File: config.mk
export PLATFORM = sky130hd
export DESIGN_NAME = bcd_to_bin_seq
export DESIGN_NICKNAME = d
export VERILOG_FILES = /design/src/rtl/bcd_pkg.sv /design/src/rtl/bcd_to_bin_seq_subthree.sv /design/src/rtl/bcd_to_bin_seq.sv
export SDC_FILE = /design/constraint.sdc
export NUM_CORES = 1
export LEC_CHECK = 0
export CAP_MARGIN = 20
export CORE_MARGIN = 10
export CORE_UTILIZATION = 57
export CTS_CLUSTER_DIAMETER = 80
export DETAILED_ROUTE_END_ITERATION = 16
export PLACE_DENSITY = 0.84
export SLEW_MARGIN = 20
export SYNTH_ARGS = -nofsm -noshare
export SYNTH_HDL_FRONTEND = slang
export SYNTH_SLANG_ARGS = --single-unit
File: constraint.sdc
create_clock -name clk -period 3.4 [get_ports clk]
set_input_delay 0.68 -clock clk [delete_from_list [all_inputs] [get_ports clk]]
set_output_delay 0.68 -clock clk [all_outputs]
set_load 0.01 [all_outputs]
File: src/rtl/bcd_pkg.sv
// Shared types and constants for the BCD-to-binary converter.
package bcd_pkg;

    typedef enum logic [1:0] {
        ST_IDLE,
        ST_SHIFT,
        ST_DONE
    } state_t;

    localparam int BCD_DIGIT_W   = 4;
    localparam int BCD_MAX_DIGIT = 9;

    // Smallest width w with 2**w >= 10**digits, i.e. enough bits for 99..9.
    function automatic int min_bin_w(input int digits);
        longint unsigned lim;
        int w;
        lim = 64'd1;
        w   = 0;
        for (int i = 0; i < digits; i++) lim = lim * 64'd10;
        while ((64'd1 << w) < lim) w++;
        return w;
    endfunction

endpackage

File: src/rtl/bcd_to_bin_seq_subthree.sv
// Reverse double-dabble digit cell: undo the add-3 correction after a right shift.
module subthree (
    input  logic [3:0] i_digit,
    output logic [3:0] o_digit
);

    // 13..15 never occur for a legal BCD operand, so they collapse to zero.
    always_comb begin
        if (i_digit <= 4'd7)       o_digit = i_digit;
        else if (i_digit <= 4'd12) o_digit = i_digit - 4'd3;
        else                       o_digit = 4'd0;
    end

endmodule

File: src/rtl/bcd_to_bin_seq.sv
// Iterative BCD-to-binary converter, one result bit per clock, start/ready/done handshake.
// state    | meaning
// ST_IDLE  | ready=1, waiting for start
// ST_SHIFT | busy=1, one shift/subtract-3 step per clock
// ST_DONE  | done=1 for one cycle, bin_out/err valid
module bcd_to_bin_seq
    import bcd_pkg::*;
#(
    parameter int DIGITS = 4,
    parameter int BIN_W  = 14
) (
    input  logic                          clk,
    input  logic                          rst_n,
    input  logic                          start,
    input  logic [BCD_DIGIT_W*DIGITS-1:0] bcd_in,
    output logic                          ready,
    output logic                          busy,
    output logic                          done,
    output logic                          err,
    output logic [BIN_W-1:0]              bin_out
);

    localparam int SW    = BCD_DIGIT_W * DIGITS;
    localparam int CNT_W = (BIN_W > 1) ? $clog2(BIN_W) : 1;

    if (DIGITS < 1 || DIGITS > 8) begin : g_digits_check
        $error("DIGITS must be in 1..8");
    end
    if (BIN_W < min_bin_w(DIGITS)) begin : g_bin_w_check
        $error("BIN_W too small to hold the largest DIGITS-digit BCD value");
    end

    state_t             r_state;
    state_t             w_state_next;
    logic [SW-1:0]      r_s;
    logic [SW-1:0]      w_s_shr;
    logic [SW-1:0]      w_s_next;
    logic [BIN_W-1:0]   r_b;
    logic [BIN_W-1:0]   w_b_next;
    logic [BIN_W-1:0]   r_bin;
    logic [CNT_W-1:0]   r_cnt;
    logic               r_err;
    logic               w_bad_digit;
    logic               w_last;

    always_comb begin
        w_bad_digit = 1'b0;
        for (int i = 0; i < DIGITS; i++) begin
            if (bcd_in[i*BCD_DIGIT_W +: BCD_DIGIT_W] > 4'(BCD_MAX_DIGIT)) w_bad_digit = 1'b1;
        end
    end

    // LSB of S falls into the MSB of B; the old LSB of B is discarded.
    assign {w_s_shr, w_b_next} = {1'b0, r_s, r_b[BIN_W-1:1]};

    for (genvar g = 0; g < DIGITS; g++) begin : g_sub
        subthree u_subthree (
            .i_digit (w_s_shr[g*BCD_DIGIT_W +: BCD_DIGIT_W]),
            .o_digit (w_s_next[g*BCD_DIGIT_W +: BCD_DIGIT_W])
        );
    end

    assign w_last = (r_cnt == '0);

    always_comb begin
        w_state_next = r_state;
        case (r_state)
            ST_IDLE:  if (start) w_state_next = w_bad_digit ? ST_DONE : ST_SHIFT;
            ST_SHIFT: if (w_last) w_state_next = ST_DONE;
            ST_DONE:  w_state_next = ST_IDLE;
            default:  w_state_next = ST_IDLE;
        endcase
    end

    always_ff @(posedge clk) begin
        if (!rst_n) begin
            r_state <= ST_IDLE;
            r_s     <= '0;
            r_b     <= '0;
            r_cnt   <= '0;
            r_bin   <= '0;
            r_err   <= 1'b0;
        end else begin
            r_state <= w_state_next;
            case (r_state)
                ST_IDLE: begin
                    if (start) begin
                        r_err <= w_bad_digit;
                        r_bin <= '0;
                        if (!w_bad_digit) begin
                            r_s   <= bcd_in;
                            r_b   <= '0;
                            r_cnt <= CNT_W'(BIN_W - 1);
                        end
                    end
                end
                ST_SHIFT: begin
                    r_s <= w_s_next;
                    r_b <= w_b_next;
                    if (w_last) r_bin <= w_b_next;
                    else        r_cnt <= r_cnt - 1'b1;
                end
                default: ;
            endcase
        end
    end

    // Every BCD digit must have drained into B by the final step.
    always_ff @(posedge clk) begin
        if (rst_n && r_state == ST_SHIFT && w_last) begin
            assert (w_s_next == '0);
        end
    end

    assign ready   = (r_state == ST_IDLE);
    assign busy    = (r_state == ST_SHIFT);
    assign done    = (r_state == ST_DONE);
    assign err     = r_err;
    assign bin_out = r_bin;

endmodule
Yosys cells after proc, flatten, opt, wreduce, memory -nomap -nowiden. Index checks and enable logic that the tools add are counted.

Add/subtract/negate cells: 5. Order comparisons: 12. Eq/ne operators: 6. Muxes and demuxes: 29. Reduce and logical (&&, ||, !) cells: 8.

Operators by type and width (number): $mux 14 (4); $pmux 14 s2 (2); $mux 4 (11); $mux 16 (2); $pmux 16 s2 (1); $gt 4x4->1 const B (4); $le 4x3->1 const B (3); $le 4x4->1 const B (3); $sub 4x2->4 const B (3); $pmux 4 s2 (1); $mux 2 (3); $ne 2x2->1 const B (3); $reduce_and 3->1 (2); $le 3x4->1 const B (1); $logic_not 4->1 (1); $mux 1 (4); $pmux 2 s2 (1); $reduce_and 2->1 (2); $reduce_and 4->1 (1); $sub 3x2->4 const B (1); $sub 4x1->4 const B (1); $le 3x3->1 const B (1); $eq 2x1->1 const B (1); $eq 2x2->1 const B (1); 3 further kinds (3).

Flip-flop bits (word level): 51. Output and inout port bits: 18. Logic and storage cells: 66.

Logic depth before layout (Yosys ltp).
Depth after elaboration: 8. Gate-level depth with buffers: 9. Mapped depth without buffers: 7.

By module. Synthesis repeated with hierarchy kept, for this count alone.

Cells, all modules: 309. Area total of the unflattened synthesis: 2638.8 um2.

Modules (own cells, without submodules): bcd_to_bin_seq (instances 1, cells an instance 245, area each 2203.4 um2, seq. area each 1001.0 um2); subthree (instances 4, cells an instance 16, area each 108.9 um2, seq. area each 0.0 um2).

Worst setup path before layout. No wires, ideal clock.

Kind: input to register. Start: input port bcd_in[14]. End: register r_b[10]. Library setup time: 0.117 ns. Arrival: 1.674 ns. Data required time: 3.283 ns. Path slack: 1.609 ns. Stages: 6. Buffers on the path: 1. Cells stage by stage: o21ai_1 > nand4_2 > nor2_1 > nor2_2 > buf_2 > a22o_1.

Word-level cells in the longest chain between the ends: 4.

Ends and longest elaborated chain: from (decl) (RTL line bcd_to_bin_seq.sv:15) `input logic [BCD_DIGIT_W*DIGITS-1:0] bcd_in,`; $gt 4x4->1 (RTL line bcd_to_bin_seq.sv:49) `if (bcd_in[i*BCD_DIGIT_W +: BCD_DIGIT_W] > 4'(BCD_MAX_DIGIT)) w_bad_digit = 1'b1;`; $mux 1 (RTL line bcd_to_bin_seq.sv:49); $ne 2x2->1 (no line); $reduce_and 3->1 (no line); to (signal assigned) (RTL line bcd_to_bin_seq.sv:99) `r_b <= w_b_next;`; to (decl) (RTL line bcd_to_bin_seq.sv:38) `logic [BIN_W-1:0] r_b;`.

No other way between the ends. A chain may end at the register's enable or synchronous reset.

Worst setup path in the final report.
Start: register r_state[1]. End: output port busy.

Word-level cells in the longest chain between the ends: 1.

Ends and longest elaborated chain: from (decl) (RTL line bcd_to_bin_seq.sv:33) `state_t r_state;`; from (signal assigned) (RTL line bcd_to_bin_seq.sv:84) `r_state <= w_state_next;`; $eq 2x1->1 (RTL line bcd_to_bin_seq.sv:116) `assign busy = (r_state == ST_SHIFT);`; to (decl) (RTL line bcd_to_bin_seq.sv:17) `output logic busy,`.

No other way between the ends.

==> out/qor.csv <==
metric;value;unit
status;finished, final reports clean;
pin_count;37;
clk_pin_slew;0.09;ns
synth_top_family_by_area;compound AO/OA/AOI/OAI gates;
gp_congestion;0.881;
maxSlewHeadroom;53.5;%
drtAntennaViolNets;0;
drc;0;
netlist-cell-type-count;46;
p_clk_share;32.9;%
postCtsSetupBuffers;0;
antenna_found_initial;0;
grt_pass1_vias;1924;
startpoint_type;flop;
grt_pass1_wl;9470;um
pwr-share-seq;54.0;%
cp_max_fo;22;
reg2reg_from;r_state[1];
rr_worst_depth;6;
crit_path_cell_trace;nand2b_1 > inv_2 > clkdlybuf4s50_1;
ys_ff_latch;50;
crit_path_start;r_state[1];
power_density;411;nW/um^2
port_buffers;36;
insertion_delay;0.31;ns
cts_buffer_depth;2;
synthMuxAreaShare;0.431;%
synth_fa_ha_area_share;5.39;%
cts_tree;yes;
internal_power;0.834;mW
crit_slowest_cell;clkdlybuf4s50_1;
syn_nets;295;
endpoint_kind;output port;
leakagePower;1.01;nW
synthSimpleGateAreaFrac;21.1;%
rsz0062_at_grt;false;
cts.sinks;50;
finClkSkew;0.00627;ns
crit_type;reg2out;
slew_violations;0;
cp.arrival;1.82;ns
die_w;83.8;um
pwr-share-comb;13.2;%
ys.flop_type;dfxtp_1;
antenna_cells;0;
syn_area_per_cell;8.72;um^2
p_switching;0.314;mW
placed_cells;342;
netlist_area;2320;um^2
pre_cts_ws;0.908;ns
dpl_cell_area;2690;um^2
yosysWarnings;0;
hold_buffers;0;
finalWorstSetupSlack;0.900;ns
tightest_slew;0.696;ns
placementRows;23;
crit_path_end;busy;
start_util;58.4;%
power;1.15;mW
via_per_inst;5.85;
synth_cells;266;
yosysSeqAreaShare;43.1;%
synth-xor-area-share;0.378;%
fin_area;2790;um^2
drt_iter0_drc;165;
vias;2048;
wl;5520;um
hold_violations;0;
synth_compound_area_share;23.9;%
synth_async_sr_flop_share;0;%
reg2reg_slack;1.46;ns
synth_edf_count;0;
dieArea;7020;um^2
numCtsBuffers;5;
cts_resized;0;
wl_per_cell;15.8;um
gr-total-overflow;0;
fmax;400;MHz
worst_hold_path_type;reg2reg;
finalCriticalPeriod;2.50;ns
setup_violations;0;
min_period_over_period;73.5;%
drive_gt1_share;7.00;%
track_usage;15.9;%
coreArea;3970;um^2
cap_violations;0;
cp_slowest_stage_delay;0.61;ns
final_nets;328;
rr_endpoint;r_s[8];
cts-root-buf;clkbuf_8;
htree_levels;2;
switching_share;27.4;%
irDropWorstVdd;0.257;mV
drt-pass1-iter-count;4;
fin_cells;350;
required;2.72;ns
hpwl;3900;um
syn2layout_area_growth;20.4;%
fin_tns_setup;0;ns
grt_max_degree;27;
dieHeight;83.8;um
==> final cells by class <==
type / instances / area [um^2]
clock buffers: 6 / 82.6
clock inverters: 2 / 16.3
fillers: 327 / 1180
inverters: 14 / 52.6
multi-input cells: 188 / 1190
flip-flops and latches: 50 / 1000
well taps: 50 / 62.6
repair buffers: 40 / 390
==> sequential cells by signal, indices dropped and copies added (netlist names) <==
register,cells
bin_out,14
err,1
r_b,13
r_cnt,4
r_s,16
r_state,2
==> power groups by stage <==
stage | combinational [mW] | clock, mW | sequential (mW)
5_1_grt | 0.168 | 0.408 | 0.622
4_1_cts | 0.151 | 0.383 | 0.619
3_5_place_dp | 0.150 | 0 | 0.633
6_report | 0.151 | 0.377 | 0.619
3_3_place_gp | 0.148 | 0 | 0.632
2_1_floorplan | 0.0992 | 0 | 0.628
==> synth_stat cells (all sizes together) (4+ instances only) <==
cell | number | area share [%]
dfxtp | 50 | 43
a21oi | 24 | 5.3
nand3 | 19 | 4.1
a21boi | 4 | 1.3
a22o | 14 | 5.3
ha | 10 | 5.4
nand2 | 31 | 5.0
buf | 10 | 2.8
clkbuf | 4 | 0.65
nor2 | 18 | 3.1
inv | 13 | 2.1
a311oi | 4 | 1.5
nor3 | 9 | 2.9
or3 | 4 | 1.1
o21ai | 18 | 3.9
==> worst min path at each step <==
stage / from / endpoint / cells after the start
2_1_floorplan: r_b[1] / r_b[1] / 1
4_1_cts: bin_out[2] / bin_out[2] / 2
6_report: bin_out[2] / bin_out[2] / 2
5_1_grt: bin_out[4] / bin_out[4] / 2
3_5_place_dp: bin_out[2] / bin_out[2] / 2
3_3_place_gp: bin_out[0] / bin_out[0] / 2
==> worst max-delay path: cells and delay by family, from the launching register on <==
family / cells / cell delay (ns)
flops: 1 / 0.39
buf+inv: 2 / 0.91
simple gates: 1 / 0.20
==> through the flow <==
stage	hold slack, ns	utilization [%]
final	0.452	70.3
after global routing	0.478	70.3
after CTS	0.456	70.3
after detailed placement	0.442	67.8
after global placement	0.438	67.8
after floorplan	0.442	-
==> routing by layer <==
metal  vias up  part of all wire (%)  GRT usage (%)
li1       1027                     -              -
met1       951                    45           20.3
met2        62                    46           24.5
met3         8                   7.2           5.08
met4         0                   1.5           5.48
met5         -                     0              0
==> layout by cell type (no fill, tap or decap), types with 6 or more instances in the layout <==
| cell type | Yosys | layout |
|---|---|---|
| dfxtp_1 | 50 | 50 |
| clkdlybuf4s50_1 | 0 | 36 |
| nand2_1 | 31 | 31 |
| a21oi_1 | 23 | 23 |
| nand3_1 | 19 | 19 |
| nor2_1 | 16 | 16 |
| o21ai_0 | 14 | 14 |
| a22o_1 | 14 | 14 |
| inv_1 | 12 | 12 |
| ha_1 | 10 | 10 |
| nor3_1 | 6 | 6 |
| clkbuf_8 | 0 | 6 |
==> cell families (layout without fill, tap and decap cells) <==
logic type | Yosys count | count (layout)
buffers and inverters | 28 | 62
adder cells (fa/ha/maj) | 10 | 10
multiplexers | 1 | 1
AND/OR/NAND/NOR | 94 | 94
flip-flops | 50 | 50
XOR/XNOR | 1 | 1
AO/OA/AOI/OAI | 82 | 82
Power figures use the tool's default switching activity.
